--- config.mk ---
export PLATFORM = sky130hd
export DESIGN_NAME = palette_encoder_flat
export DESIGN_NICKNAME = d
export VERILOG_FILES = /design/src/rtl/palette_encoder_if.sv /design/src/rtl/palette_encoder.sv /design/src/flat_wrapper.sv
export SDC_FILE = /design/constraint.sdc
export NUM_CORES = 1
export LEC_CHECK = 0
export ABC_CLOCK_PERIOD_IN_PS = 28900
export BUFFER_PORTS_ARGS = -buffer_cell sky130_fd_sc_hd__buf_2
export CAP_MARGIN = 20
export CORE_UTILIZATION = 45
export DETAILED_ROUTE_END_ITERATION = 8
export GPL_TIMING_DRIVEN = 0
export SLEW_MARGIN = 5
export SYNTH_ARGS = -nofsm -noshare
export SYNTH_HDL_FRONTEND = slang
export SYNTH_SLANG_ARGS = --single-unit
--- constraint.sdc ---
create_clock -name clk -period 28.9 [get_ports clk]
set_input_delay 4.335 -clock clk [delete_from_list [all_inputs] [get_ports clk]]
set_output_delay 4.335 -clock clk [all_outputs]
set_load 0.01 [all_outputs]
--- src/rtl/palette_encoder_if.sv ---
// Handshake and palette-write bundle for palette_encoder.
// master = pixel/palette source side, slave = the encoder.
interface palette_encoder_if;
  logic        pal_we;
  logic [3:0]  pal_waddr;
  logic [11:0] pal_wdata;
  logic        in_valid;
  logic        in_ready;
  logic [11:0] in_rgb;
  logic        out_valid;
  logic        out_ready;
  logic [3:0]  out_index;
  logic [9:0]  out_dist;
  logic        out_exact;

  modport master (
    output pal_we, pal_waddr, pal_wdata, in_valid, in_rgb, out_ready,
    input  in_ready, out_valid, out_index, out_dist, out_exact
  );

  modport slave (
    input  pal_we, pal_waddr, pal_wdata, in_valid, in_rgb, out_ready,
    output in_ready, out_valid, out_index, out_dist, out_exact
  );
endinterface

--- src/rtl/palette_encoder.sv ---
// Nearest-colour search over a writable 16x12-bit palette (sequential, one entry per clock).
// Optional: define PALETTE_ENCODER_EARLY_EXIT_EN to finish the search on the first exact match.
module palette_encoder #(
  parameter int ENTRIES = 16,
  parameter int IDX_W   = $clog2(ENTRIES)
) (
  input  logic               clk,
  input  logic               reset_n,
  palette_encoder_if.slave   bus
);

  typedef enum logic [1:0] {IDLE, SEARCH, DONE} state_t;

  state_t             state_reg, state_next;
  logic [11:0]        pal_reg [ENTRIES];
  logic [11:0]        pix_reg;
  logic [IDX_W-1:0]   cnt_reg;
  logic [9:0]         best_dist_reg;
  logic [IDX_W-1:0]   best_idx_reg;
  logic [IDX_W-1:0]   out_index_reg;
  logic [9:0]         out_dist_reg;
  logic               out_exact_reg;

  logic [11:0]        cur_entry;
  logic [9:0]         cur_dist;
  logic               cur_better;
  logic [9:0]         cand_dist;
  logic [IDX_W-1:0]   cand_idx;
  logic               accept;
  logic               load_result;

  function automatic logic [7:0] sq_diff(input logic [3:0] a, input logic [3:0] b);
    logic [3:0] d;
    d = (a > b) ? (a - b) : (b - a);
    return {4'd0, d} * {4'd0, d};
  endfunction

  // Palette entries are individual registers so reset can clear all of them.
  generate
    for (genvar gi = 0; gi < ENTRIES; gi++) begin : g_pal
      always_ff @(posedge clk or negedge reset_n) begin
        if (!reset_n)
          pal_reg[gi] <= 12'h000;
        else if (bus.pal_we && (bus.pal_waddr == IDX_W'(gi)))
          pal_reg[gi] <= bus.pal_wdata;
      end
    end
  endgenerate

  // The entry under evaluation is read live, before any write landing on this edge.
  assign cur_entry  = pal_reg[cnt_reg];
  assign cur_dist   = {2'd0, sq_diff(pix_reg[11:8], cur_entry[11:8])}
                    + {2'd0, sq_diff(pix_reg[7:4],  cur_entry[7:4])}
                    + {2'd0, sq_diff(pix_reg[3:0],  cur_entry[3:0])};
  assign cur_better = cur_dist < best_dist_reg;
  assign cand_dist  = cur_better ? cur_dist : best_dist_reg;
  assign cand_idx   = cur_better ? cnt_reg  : best_idx_reg;

  assign accept     = (state_reg == IDLE) && bus.in_valid;

  always_comb begin
    state_next  = state_reg;
    load_result = 1'b0;
    case (state_reg)
      IDLE: begin
        if (bus.in_valid) state_next = SEARCH;
      end
      SEARCH: begin
        if (cnt_reg == IDX_W'(ENTRIES - 1)) begin
          state_next  = DONE;
          load_result = 1'b1;
        end
`ifdef PALETTE_ENCODER_EARLY_EXIT_EN
        else if (cur_dist == 10'd0) begin
          state_next  = DONE;
          load_result = 1'b1;
        end
`endif
      end
      DONE: begin
        if (bus.out_ready) state_next = IDLE;
      end
      default: state_next = IDLE;
    endcase
  end

  always_ff @(posedge clk or negedge reset_n) begin
    if (!reset_n) begin
      state_reg     <= IDLE;
      pix_reg       <= 12'h000;
      cnt_reg       <= '0;
      best_dist_reg <= 10'd1023;
      best_idx_reg  <= '0;
      out_index_reg <= '0;
      out_dist_reg  <= 10'd0;
      out_exact_reg <= 1'b0;
    end else begin
      state_reg <= state_next;
      if (accept) begin
        pix_reg       <= bus.in_rgb;
        cnt_reg       <= '0;
        best_dist_reg <= 10'd1023;
        best_idx_reg  <= '0;
      end else if (state_reg == SEARCH) begin
        cnt_reg       <= cnt_reg + 1'b1;
        best_dist_reg <= cand_dist;
        best_idx_reg  <= cand_idx;
      end
      // Result registers move only on the SEARCH->DONE edge.
      if (load_result) begin
        out_index_reg <= cand_idx;
        out_dist_reg  <= cand_dist;
        out_exact_reg <= (cand_dist == 10'd0);
      end
    end
  end

  assign bus.in_ready  = (state_reg == IDLE);
  assign bus.out_valid = (state_reg == DONE);
  assign bus.out_index = out_index_reg;
  assign bus.out_dist  = out_dist_reg;
  assign bus.out_exact = out_exact_reg;

endmodule
--- src/flat_wrapper.sv ---
// flat-port wrapper written by rule: the top's interface ports become plain ports
module palette_encoder_flat 
#(
  parameter int ENTRIES = 16,
  parameter int IDX_W   = $clog2(ENTRIES)
)
  (clk, reset_n, bus_pal_we, bus_pal_waddr, bus_pal_wdata, bus_in_valid, bus_in_rgb, bus_out_ready, bus_in_ready, bus_out_valid, bus_out_index, bus_out_dist, bus_out_exact);
  palette_encoder_if bus_i ();
  input  logic clk;
  input  logic reset_n;
  input wire logic [$bits(bus_i.pal_we)-1:0] bus_pal_we;
  input wire logic [$bits(bus_i.pal_waddr)-1:0] bus_pal_waddr;
  input wire logic [$bits(bus_i.pal_wdata)-1:0] bus_pal_wdata;
  input wire logic [$bits(bus_i.in_valid)-1:0] bus_in_valid;
  input wire logic [$bits(bus_i.in_rgb)-1:0] bus_in_rgb;
  input wire logic [$bits(bus_i.out_ready)-1:0] bus_out_ready;
  output wire logic [$bits(bus_i.in_ready)-1:0] bus_in_ready;
  output wire logic [$bits(bus_i.out_valid)-1:0] bus_out_valid;
  output wire logic [$bits(bus_i.out_index)-1:0] bus_out_index;
  output wire logic [$bits(bus_i.out_dist)-1:0] bus_out_dist;
  output wire logic [$bits(bus_i.out_exact)-1:0] bus_out_exact;
  assign bus_i.pal_we = bus_pal_we;
  assign bus_i.pal_waddr = bus_pal_waddr;
  assign bus_i.pal_wdata = bus_pal_wdata;
  assign bus_i.in_valid = bus_in_valid;
  assign bus_i.in_rgb = bus_in_rgb;
  assign bus_i.out_ready = bus_out_ready;
  assign bus_in_ready = bus_i.in_ready;
  assign bus_out_valid = bus_i.out_valid;
  assign bus_out_index = bus_i.out_index;
  assign bus_out_dist = bus_i.out_dist;
  assign bus_out_exact = bus_i.out_exact;
  palette_encoder #(.ENTRIES(ENTRIES), .IDX_W(IDX_W)) u_core (.clk(clk), .reset_n(reset_n), .bus(bus_i));
endmodule
==> impl_metrics.csv, run 1 <==
group,metric,value,unit
logic_synthesis,synth_common_cells,"229 x dfrtp_1, 193 x mux2_2, 81 x inv_1, 62 x ha_1, 60 x mux4_2",
logic_synthesis,synth_seq_cells,239,
timing,max-slew-margin-rel,30.8,%
cts,cts_inserted_buffers,27,
logic_synthesis,synthArstFlopShare,100,%
timing,setup_viol,0,
global_routing,grt_start_max_net_pins,115,
routing,antenna_left,0,
logic_synthesis,yosysTopAreaCell,"dfrtp_1",
timing,worst_pin_slew,1040,ps
routing,drc,0,
hold_path,hold_class,"reg -> reg",
floorplanning,fp-row-count,61,
cts,cts_sinks,239,
floorplanning,core_area,27900,sq um
floorplanning,die_width,171,um
timing,hold_slack,472,ps
critical_path,criticalPathCategory,"reg -> reg",
logic_synthesis,syn_inst,967,
finish,area.growth.synth_to_final,13.1,%
routing,routed_wl,29700,um
timing,fin_crit,11060,ps
critical_path,cp_max_fo,10,
cts,cts_tree,"built",
critical_path,critPathLaunchType,"flop",
global_routing,antenna_found_initial,1,
global_routing,grt_usage,21.9,%
critical_path,cp-end-kind,"flop",
floorplanning,die_height,171,um
cts,cts_root_buf,"clkbuf_16",
finish,drive_above_1_share,34.3,%
routing,viasPerCell,5.49,
timing,fin_worst_skew,24.1,ps
routing,dr.pass1.iters,4,
placement,port_buffers,49,
cts,hold_buffers,0,
logic_synthesis,ys_warn_count,0,
timing,final.setup.tns,0,ps
timing,period_share,38.3,%
finish,nFillCells,2493,
floorplanning,initial_core_util,45.9,%
cts,worstSkewPairLatency,550,ps
critical_path,slowest_delay,870,ps
finish,final_nets,1164,
global_routing,grt_pass1_vias,8264,
timing,finalMaxSlewViolations,0,
cts,clk_pin_slew,60,ps
cts,post_cts_resized,0,
routing,routedWlPerCell,20.6,um
logic_synthesis,synth_cell_type_count,45,
critical_path,path_common_cell,"fa_1",
cts,postCtsSetupBuffers,0,
routing,drt_iter0_drc,439,
logic_synthesis,syn_nets,1084,
critical_path,worstPathRequired,29350,ps
logic_synthesis,synth_seq_area_share,46.7,%
logic_synthesis,avgSynthCellArea,13.3,sq um
floorplanning,dieArea,29200,sq um
placement,gp_congestion,0.802,
logic_synthesis,syn_area,12800,sq um
logic_synthesis,synth_top_area_share,44.7,%
critical_path,slowest_stage,"o311ai_0",
critical_path,worstPathArrival,11510,ps
cts,cts.path.max_buffers,3,
global_routing,grt_pass1_wl,48000,um
floorplanning,io_pins,50,
logic_synthesis,yosys-top-cells-area,"dfrtp_1 45%, mux2_2 17%, mux4_2 11%",
placement,place.detailed.hpwl,20400,um
timing,max_freq,90.4,MHz
timing,finalHoldViolations,0,
global_routing,grt_remaining_overflow,0,
finish,largest_reg_flops,192,
run,maxCapViolCount,0,
run_status,status,"finished clean",
timing,rsz0062_at_grt,"no",
routing,dr_total_vias,7915,
logic_synthesis,synth_ff_type,"dfrtp_1",
logic_synthesis,yosysMostFrequentCell,"dfrtp_1",
logic_synthesis,synth_edf_count,0,
cts,htree_levels,1,
per-stage QoR:
step	utilization [%]	cells	cell area, sq um	setup WS, ps
final	51.9	1442	14500	17840
after global routing	51.9	1441	14500	17080
after CTS	51.9	1441	14500	17780
after detailed placement	48.7	1396	13600	17810
after global placement	48.5	1394	13500	17840
after floorplan	-	967	12800	19150
metal layers:
metal	up-vias	part of all wire [%]	track usage (%)
li1	3609	-	-
met1	4111	46	30.7
met2	149	48	35.5
met3	46	3.8	3.42
met4	0	2.2	5.67
met5	-	0	0
cell usage in the layout, fill, tap and decap left out, types with 5 or more instances in the layout:
cell type | Yosys | final
mux2i_1 | 23 | 23
clkbuf_16 | 0 | 27
nand2_1 | 47 | 47
nand2b_1 | 11 | 11
inv_1 | 81 | 81
mux4_2 | 60 | 60
dfstp_2 | 10 | 10
or3_1 | 5 | 5
a21o_1 | 15 | 15
clkbuf_1 | 43 | 50
nor2_1 | 31 | 31
dfrtp_1 | 229 | 229
mux2_2 | 193 | 193
xnor2_1 | 10 | 10
o21ai_0 | 32 | 32
ha_1 | 62 | 62
buf_2 | 8 | 56
a2bb2oi_1 | 10 | 10
xor2_1 | 6 | 6
fa_1 | 22 | 22
a21oi_1 | 18 | 18
logic make-up (layout without fill, tap and decap cells):
group,after synthesis,after routing,synth area share [%]
mux,276,276,29.3
flops,239,239,46.7
buf+inv,135,231,4.09
simple gates,121,121,4.43
compound gates,96,96,4.90
fa+ha+maj,84,84,9.48
xor+xnor,16,16,1.09
other cells,0,1,0
worst paths after layout:
| check | start | end | slack [ps] | depth (start not counted) |
|---|---|---|---|---|
| worst max-delay path | u_core.cnt_reg[1] | u_core.bus.out_exact | 17840 | 35 |
| worst min-delay path | u_core.bus.out_dist[7] | u_core.bus.out_dist[7] | 470 | 2 |
| worst max register to register | u_core.cnt_reg[1] | u_core.bus.out_exact | 17840 | 35 |
| worst min register to register | u_core.bus.out_dist[7] | u_core.bus.out_dist[7] | 470 | 2 |
| max in group asynchronous | reset_n | u_core.pal_reg[182] | 24470 | 2 |
| min in group asynchronous | reset_n | u_core.bus.out_exact | 3620 | 1 |
critical path, delay by kind of cell (launching register included):
kind	cells	cell delay, ps
multiplexers	3	1270
flip-flops	1	340
adder cells (fa/ha/maj)	11	4210
AND/OR/NAND/NOR	4	1270
AO/OA/AOI/OAI	8	2030
buffers and inverters	7	1480
XOR/XNOR	2	330
area by class of cell:
class,count,area (sq um),share of cell area (%)
clock buffers,36,729,5.03
clock inverters,9,160,1.10
inverters,81,304,2.10
multi-input cells,593,6310,43.5
diodes,1,2.50,0.0173
well taps,378,473,3.26
plain buffers,54,220,1.52
repair buffers,51,310,2.14
flip-flops and latches,239,5990,41.3
Power of run 1 is left out: the tool's default activity adds up to more than one toggle a clock period on the data nets, which glitch-free logic cannot reach.
==> run 2: changes to the inputs <==
--- a/config.mk
+++ b/config.mk
@@ -5,7 +5,7 @@
 export SDC_FILE = /design/constraint.sdc
 export NUM_CORES = 1
 export LEC_CHECK = 0
-export ABC_CLOCK_PERIOD_IN_PS = 28900
+export ABC_CLOCK_PERIOD_IN_PS = 10450
 export BUFFER_PORTS_ARGS = -buffer_cell sky130_fd_sc_hd__buf_2
 export CAP_MARGIN = 20
 export CORE_UTILIZATION = 45
==> constraint.sdc (replaced) <==
create_clock -name clk -period 10.45 [get_ports clk]
set_input_delay 1.5675 -clock clk [delete_from_list [all_inputs] [get_ports clk]]
set_output_delay 1.5675 -clock clk [all_outputs]
set_load 0.01 [all_outputs]
==> run 2 against run 1 <==
Effect of this change:
- die area is the same
- routed wire length grew 0.17%
- clock-buffer cell count is the same
==> impl_metrics.csv, run 2 (synthesized netlist as in run 1, its figures left out) <==
group,metric,value,unit
routing,antenna_left,0,
cts,cts_tree,"built",
critical_path,worstPathRequired,10900,ps
timing,worst_slack,562,ps
floorplanning,io_pins,50,
critical_path,criticalPathCategory,"reg -> reg",
floorplanning,fp-row-count,61,
cts,htree_levels,1,
timing,max_freq,101,MHz
finish,layout_common_cells,"228 x dfrtp_1, 193 x mux2_2, 81 x inv_1, 62 x ha_1, 60 x mux4_2",
global_routing,antenna_found_initial,1,
routing,viasPerCell,5.47,
global_routing,top_usage_layer,"met2",
cts,cts.path.max_buffers,3,
floorplanning,dieArea,29200,sq um
finish,final_common_cell,"dfrtp_1",
critical_path,slowest_stage,"mux4_2",
global_routing,grt_pass1_vias,8275,
critical_path,slowest_delay,560,ps
critical_path,cp_num_buf_inv,7,
cts,hold_buffers,0,
global_routing,grt_remaining_overflow,0,
critical_path,cp-end-kind,"flop",
global_routing,grt_start_max_net_pins,115,
routing,dr_total_vias,7901,
cts,cts_root_buf,"clkbuf_16",
timing,setup_viol,0,
floorplanning,initial_core_util,45.9,%
routing,routedWlPerCell,20.6,um
timing,fin_worst_skew,24.9,ps
hold_path,min_from,"u_core.bus.out_dist[7]",
global_routing,grt_pass1_wl,48100,um
global_routing,grt_usage,21.9,%
cts,worstSkewPairLatency,550,ps
critical_path,cp_max_fo,10,
run_status,status,"finished clean",
timing,max-slew-margin-rel,31.1,%
critical_path,timing.rr.start,"u_core.cnt_reg[0]",
cts,clk_pin_slew,60,ps
timing,rsz0062_at_grt,"no",
critical_path,r2r_setup_slack,560,ps
critical_path,worstPathArrival,10340,ps
cts,cts_sinks,239,
routing,dr.pass1.iters,4,
hold_path,hold_class,"reg -> reg",
finish,area.growth.synth_to_final,13.9,%
timing,worst_pin_slew,1030,ps
placement,place.detailed.hpwl,20400,um
finish,drive_above_1_share,36.1,%
routing,routed_wl,29800,um
routing,drc,0,
placement,port_buffers,49,
floorplanning,core_area,27900,sq um
floorplanning,die_width,171,um
global_routing,grt_use_met3,3.54,%
critical_path,critPathLaunchType,"flop",
critical_path,crit_start,"u_core.cnt_reg[0]",
cts,cts_inserted_buffers,27,
run,maxCapViolCount,0,
global_routing,met1_usage,30.6,%
timing,fin_crit,9890,ps
finish,largest_reg_flops,192,
finish,nFillCells,2479,
placement,dp_slack,-644,ps
finish,final_nets,1166,
routing,drt_iter0_drc,458,
timing,period_share,94.6,%
timing,finalHoldViolations,0,
placement,gp_congestion,0.802,
global_routing,use_met2,35.5,%
critical_path,path_common_cell,"fa_1",
timing,finalMaxSlewViolations,0,
floorplanning,die_height,171,um
critical_path,crit_family,"adder cells",
-- run 2: cell types whose count changed in the layout (fill, tap and decap cells not counted), sizes merged --
cell / delta
clkbuf: -1
buf: +3
-- run 2: per-layer routing --
| metal | up-vias | part of all wire [%] |
|---|---|---|
| li1 | 3606 | - |
| met1 | 4109 | 45 |
| met2 | 143 | 48 |
| met3 | 43 | 4.8 |
| met4 | 0 | 2.2 |
| met5 | - | 0 |
-- run 2: area by class of cell --
cell class,instances,area (sq um),share of cell area [%]
Clock inverter,9,160,1.10
Inverter,81,304,2.08
Buffer,52,254,1.74
Timing Repair Buffer,55,340,2.33
Sequential cell,239,5990,41.0
Antenna cell,1,2.50,0.0171
Clock buffer,36,729,4.99
Multi-Input combinational cell,593,6350,43.5
Tap cell,378,473,3.24
-- run 2: worst register-to-register path: cells and delay by family (launching register included) --
family	cells	cell delay [ps]
adders and majority gates	11	4060
xor gates and xnor gates	2	410
buffers and inverters	7	740
AOI/OAI and AO/OA	8	1570
DFF	1	500
and+or+nand+nor	4	1190
muxes	3	1350
-- run 2: path summary, 6_finish.rpt --
check | endpoint | depth (start not counted)
worst max register to register | u_core.bus.out_exact | 35
min in group asynchronous | u_core.bus.out_exact | 1
max in group asynchronous | u_core.pal_reg[65] | 2
worst max-delay path | u_core.bus.out_exact | 35
worst min-delay path | u_core.bus.out_dist[7] | 2
worst min register to register | u_core.bus.out_dist[7] | 2
-- run 2: per-stage QoR --
step	hold slack [ps]	std cells	instance area (sq um)	utilization, %	TNS (ps)
after floorplan	450	967	12800	-	0
after global placement	457	1394	13500	48.5	-14000
after detailed placement	468	1396	13600	48.7	-14850
after CTS	480	1440	14500	52.0	0
after global routing	505	1443	14600	52.3	0
final	472	1444	14600	52.3	0
-- run 2: what timing repair did --
item	CTS	global route
gates resized for setup	11	24
setup buffers	0	4
pin swaps	0	0
gates cloned	0	0
endpoints found under the hold margin	0	0
endpoints found under the setup margin	29	29
Power of run 2 is left out for the same reason.
==> run 3: changes to the inputs <==
--- a/config.mk
+++ b/config.mk
@@ -6,12 +6,11 @@
 export NUM_CORES = 1
 export LEC_CHECK = 0
 export ABC_CLOCK_PERIOD_IN_PS = 10450
-export BUFFER_PORTS_ARGS = -buffer_cell sky130_fd_sc_hd__buf_2
+export BUFFER_PORTS_ARGS = -buffer_cell sky130_fd_sc_hd__buf_4
 export CAP_MARGIN = 20
-export CORE_UTILIZATION = 45
+export CORE_UTILIZATION = 40
 export DETAILED_ROUTE_END_ITERATION = 8
 export GPL_TIMING_DRIVEN = 0
-export SLEW_MARGIN = 5
 export SYNTH_ARGS = -nofsm -noshare
 export SYNTH_HDL_FRONTEND = slang
 export SYNTH_SLANG_ARGS = --single-unit
==> run 3 against run 2 <==
Effect of this change:
- sequential cell count is the same
- sequential share of layout area shrank 0.73 points
- routed wire length shrank 2.6%
- design area grew 1.8%
- hold slack gained 4.3 ps
- highest routed layer unchanged
==> impl_metrics.csv, run 3 (synthesized netlist as in run 1, its figures left out) <==
group,metric,value,unit
placement,gp_congestion,0.809,
run,maxCapViolCount,0,
timing,finalMaxSlewViolations,0,
floorplanning,dieArea,32800,sq um
hold_path,min_from,"u_core.bus.out_dist[8]",
floorplanning,die_height,181,um
cts,cts_root_buf,"clkbuf_16",
critical_path,crit_family,"adder cells",
routing,dr.pass1.iters,4,
critical_path,rr_worst_depth,35,
cts,cts.path.max_buffers,3,
cts,cts_inserted_buffers,28,
timing,worst_slack,519,ps
critical_path,r2r_setup_slack,520,ps
routing,drc,0,
finish,final_util,47.1,%
placement,port_buffers,49,
global_routing,use_met2,31.4,%
global_routing,met1_usage,25.3,%
finish,layout_common_cells,"229 x dfrtp_1, 193 x mux2_2, 81 x inv_1, 62 x ha_1, 60 x mux4_2",
critical_path,path_common_cell,"fa_1",
floorplanning,fp-row-count,65,
global_routing,grt_pass1_vias,8342,
routing,drt_iter0_drc,419,
timing,finalHoldViolations,0,
cts,htree_levels,1,
critical_path,critPathLaunchType,"flop",
finish,nFillCells,2885,
timing,max-slew-margin-rel,40.7,%
cts,cts_tree,"built",
timing,period_share,95.0,%
hold_path,hold_class,"reg -> reg",
hold_path,hold_end,"u_core.bus.out_dist[8]",
timing,rsz0062_at_grt,"no",
finish,final_nets,1168,
timing,fin_worst_skew,16.5,ps
critical_path,slowest_delay,560,ps
hold_path,hold_depth,2,
finish,antenna_cells,0,
global_routing,grt_usage,18.5,%
critical_path,cp_max_fo,10,
routing,antenna_left,0,
placement,place.detailed.hpwl,20500,um
floorplanning,initial_core_util,40.6,%
routing,routed_wl,29000,um
finish,drive_above_1_share,36.4,%
routing,viasPerCell,5.29,
global_routing,grt_remaining_overflow,0,
global_routing,grt_start_max_net_pins,120,
critical_path,cp_num_buf_inv,7,
critical_path,cp-end-kind,"flop",
critical_path,worstPathArrival,10390,ps
timing,max_freq,101,MHz
routing,dr_total_vias,7805,
critical_path,slowest_stage,"fa_1",
cts,clk_pin_slew,60,ps
global_routing,antenna_found_initial,0,
run_status,status,"finished clean",
routing,routedWlPerCell,19.7,um
placement,dp_slack,-745,ps
global_routing,grt_use_met3,2.48,%
critical_path,worstPathRequired,10910,ps
floorplanning,die_width,181,um
finish,area.growth.synth_to_final,15.9,%
floorplanning,core_area,31600,sq um
global_routing,grt_pass1_wl,47200,um
timing,setup_viol,0,
timing,fin_crit,9930,ps
cts,hold_buffers,0,
critical_path,timing.rr.start,"u_core.cnt_reg[0]",
cts,worstSkewPairLatency,560,ps
global_routing,top_usage_layer,"met2",
timing,final.setup.tns,0,ps
floorplanning,io_pins,50,
finish,largest_reg_flops,192,
timing,worst_pin_slew,889,ps
critical_path,criticalPathCategory,"reg -> reg",
cts,cts_sinks,239,
finish,final_common_cell,"dfrtp_1",
critical_path,reg2reg_to,"u_core.bus.out_exact",
timing,hold_slack,477,ps
[run 3: cell type report]
type | instances | area [sq um] | area share [%]
buffer | 53 | 280 | 1.89
clock buffer | 44 | 851 | 5.72
clock inverter | 8 | 119 | 0.800
inverter | 81 | 304 | 2.05
multi-input combinational | 593 | 6360 | 42.8
sequential | 239 | 5990 | 40.3
tap | 402 | 503 | 3.38
timing repair buffer | 55 | 460 | 3.10
[run 3: worst max-delay path by stage]
stage	endpoint	startpoint	cells after the start
global route	u_core.bus.out_exact	u_core.cnt_reg[0]	36
detailed placement	u_core.bus.out_exact	u_core.cnt_reg[0]	35
CTS	u_core.bus.out_exact	u_core.cnt_reg[0]	35
floorplan	u_core.bus.out_exact	u_core.cnt_reg[0]	35
global placement	u_core.bus.out_exact	u_core.cnt_reg[0]	35
finish	u_core.bus.out_exact	u_core.cnt_reg[0]	35
[run 3: through the flow]
stage,std cells,area (sq um)
floorplan,967,12800
global placement,1418,13700
detailed placement,1420,13800
CTS,1472,14800
global route,1475,14900
finish,1475,14900
[run 3: what timing repair did]
action / in CTS / in global routing
setup endpoints to repair: 29 / 29
setup buffers: 0 / 4
resized for setup: 12 / 29
[run 3: layer usage]
layer | share of wire [%] | up-vias | wire length [um]
met4 | 1.8 | 0 | 523
met2 | 49 | 133 | 14200
met5 | 0 | - | 0
li1 | - | 3617 | -
met1 | 45 | 4018 | 13000
met3 | 4.3 | 37 | 1250
[run 3: worst min-delay path, delay by kind of cell, from the launching register on]
kind / cells / cell delay (ps)
AND/OR/NAND/NOR: 1 / 40
AO/OA/AOI/OAI: 1 / 60
flip-flops: 1 / 340
Power of run 3 is left out for the same reason.
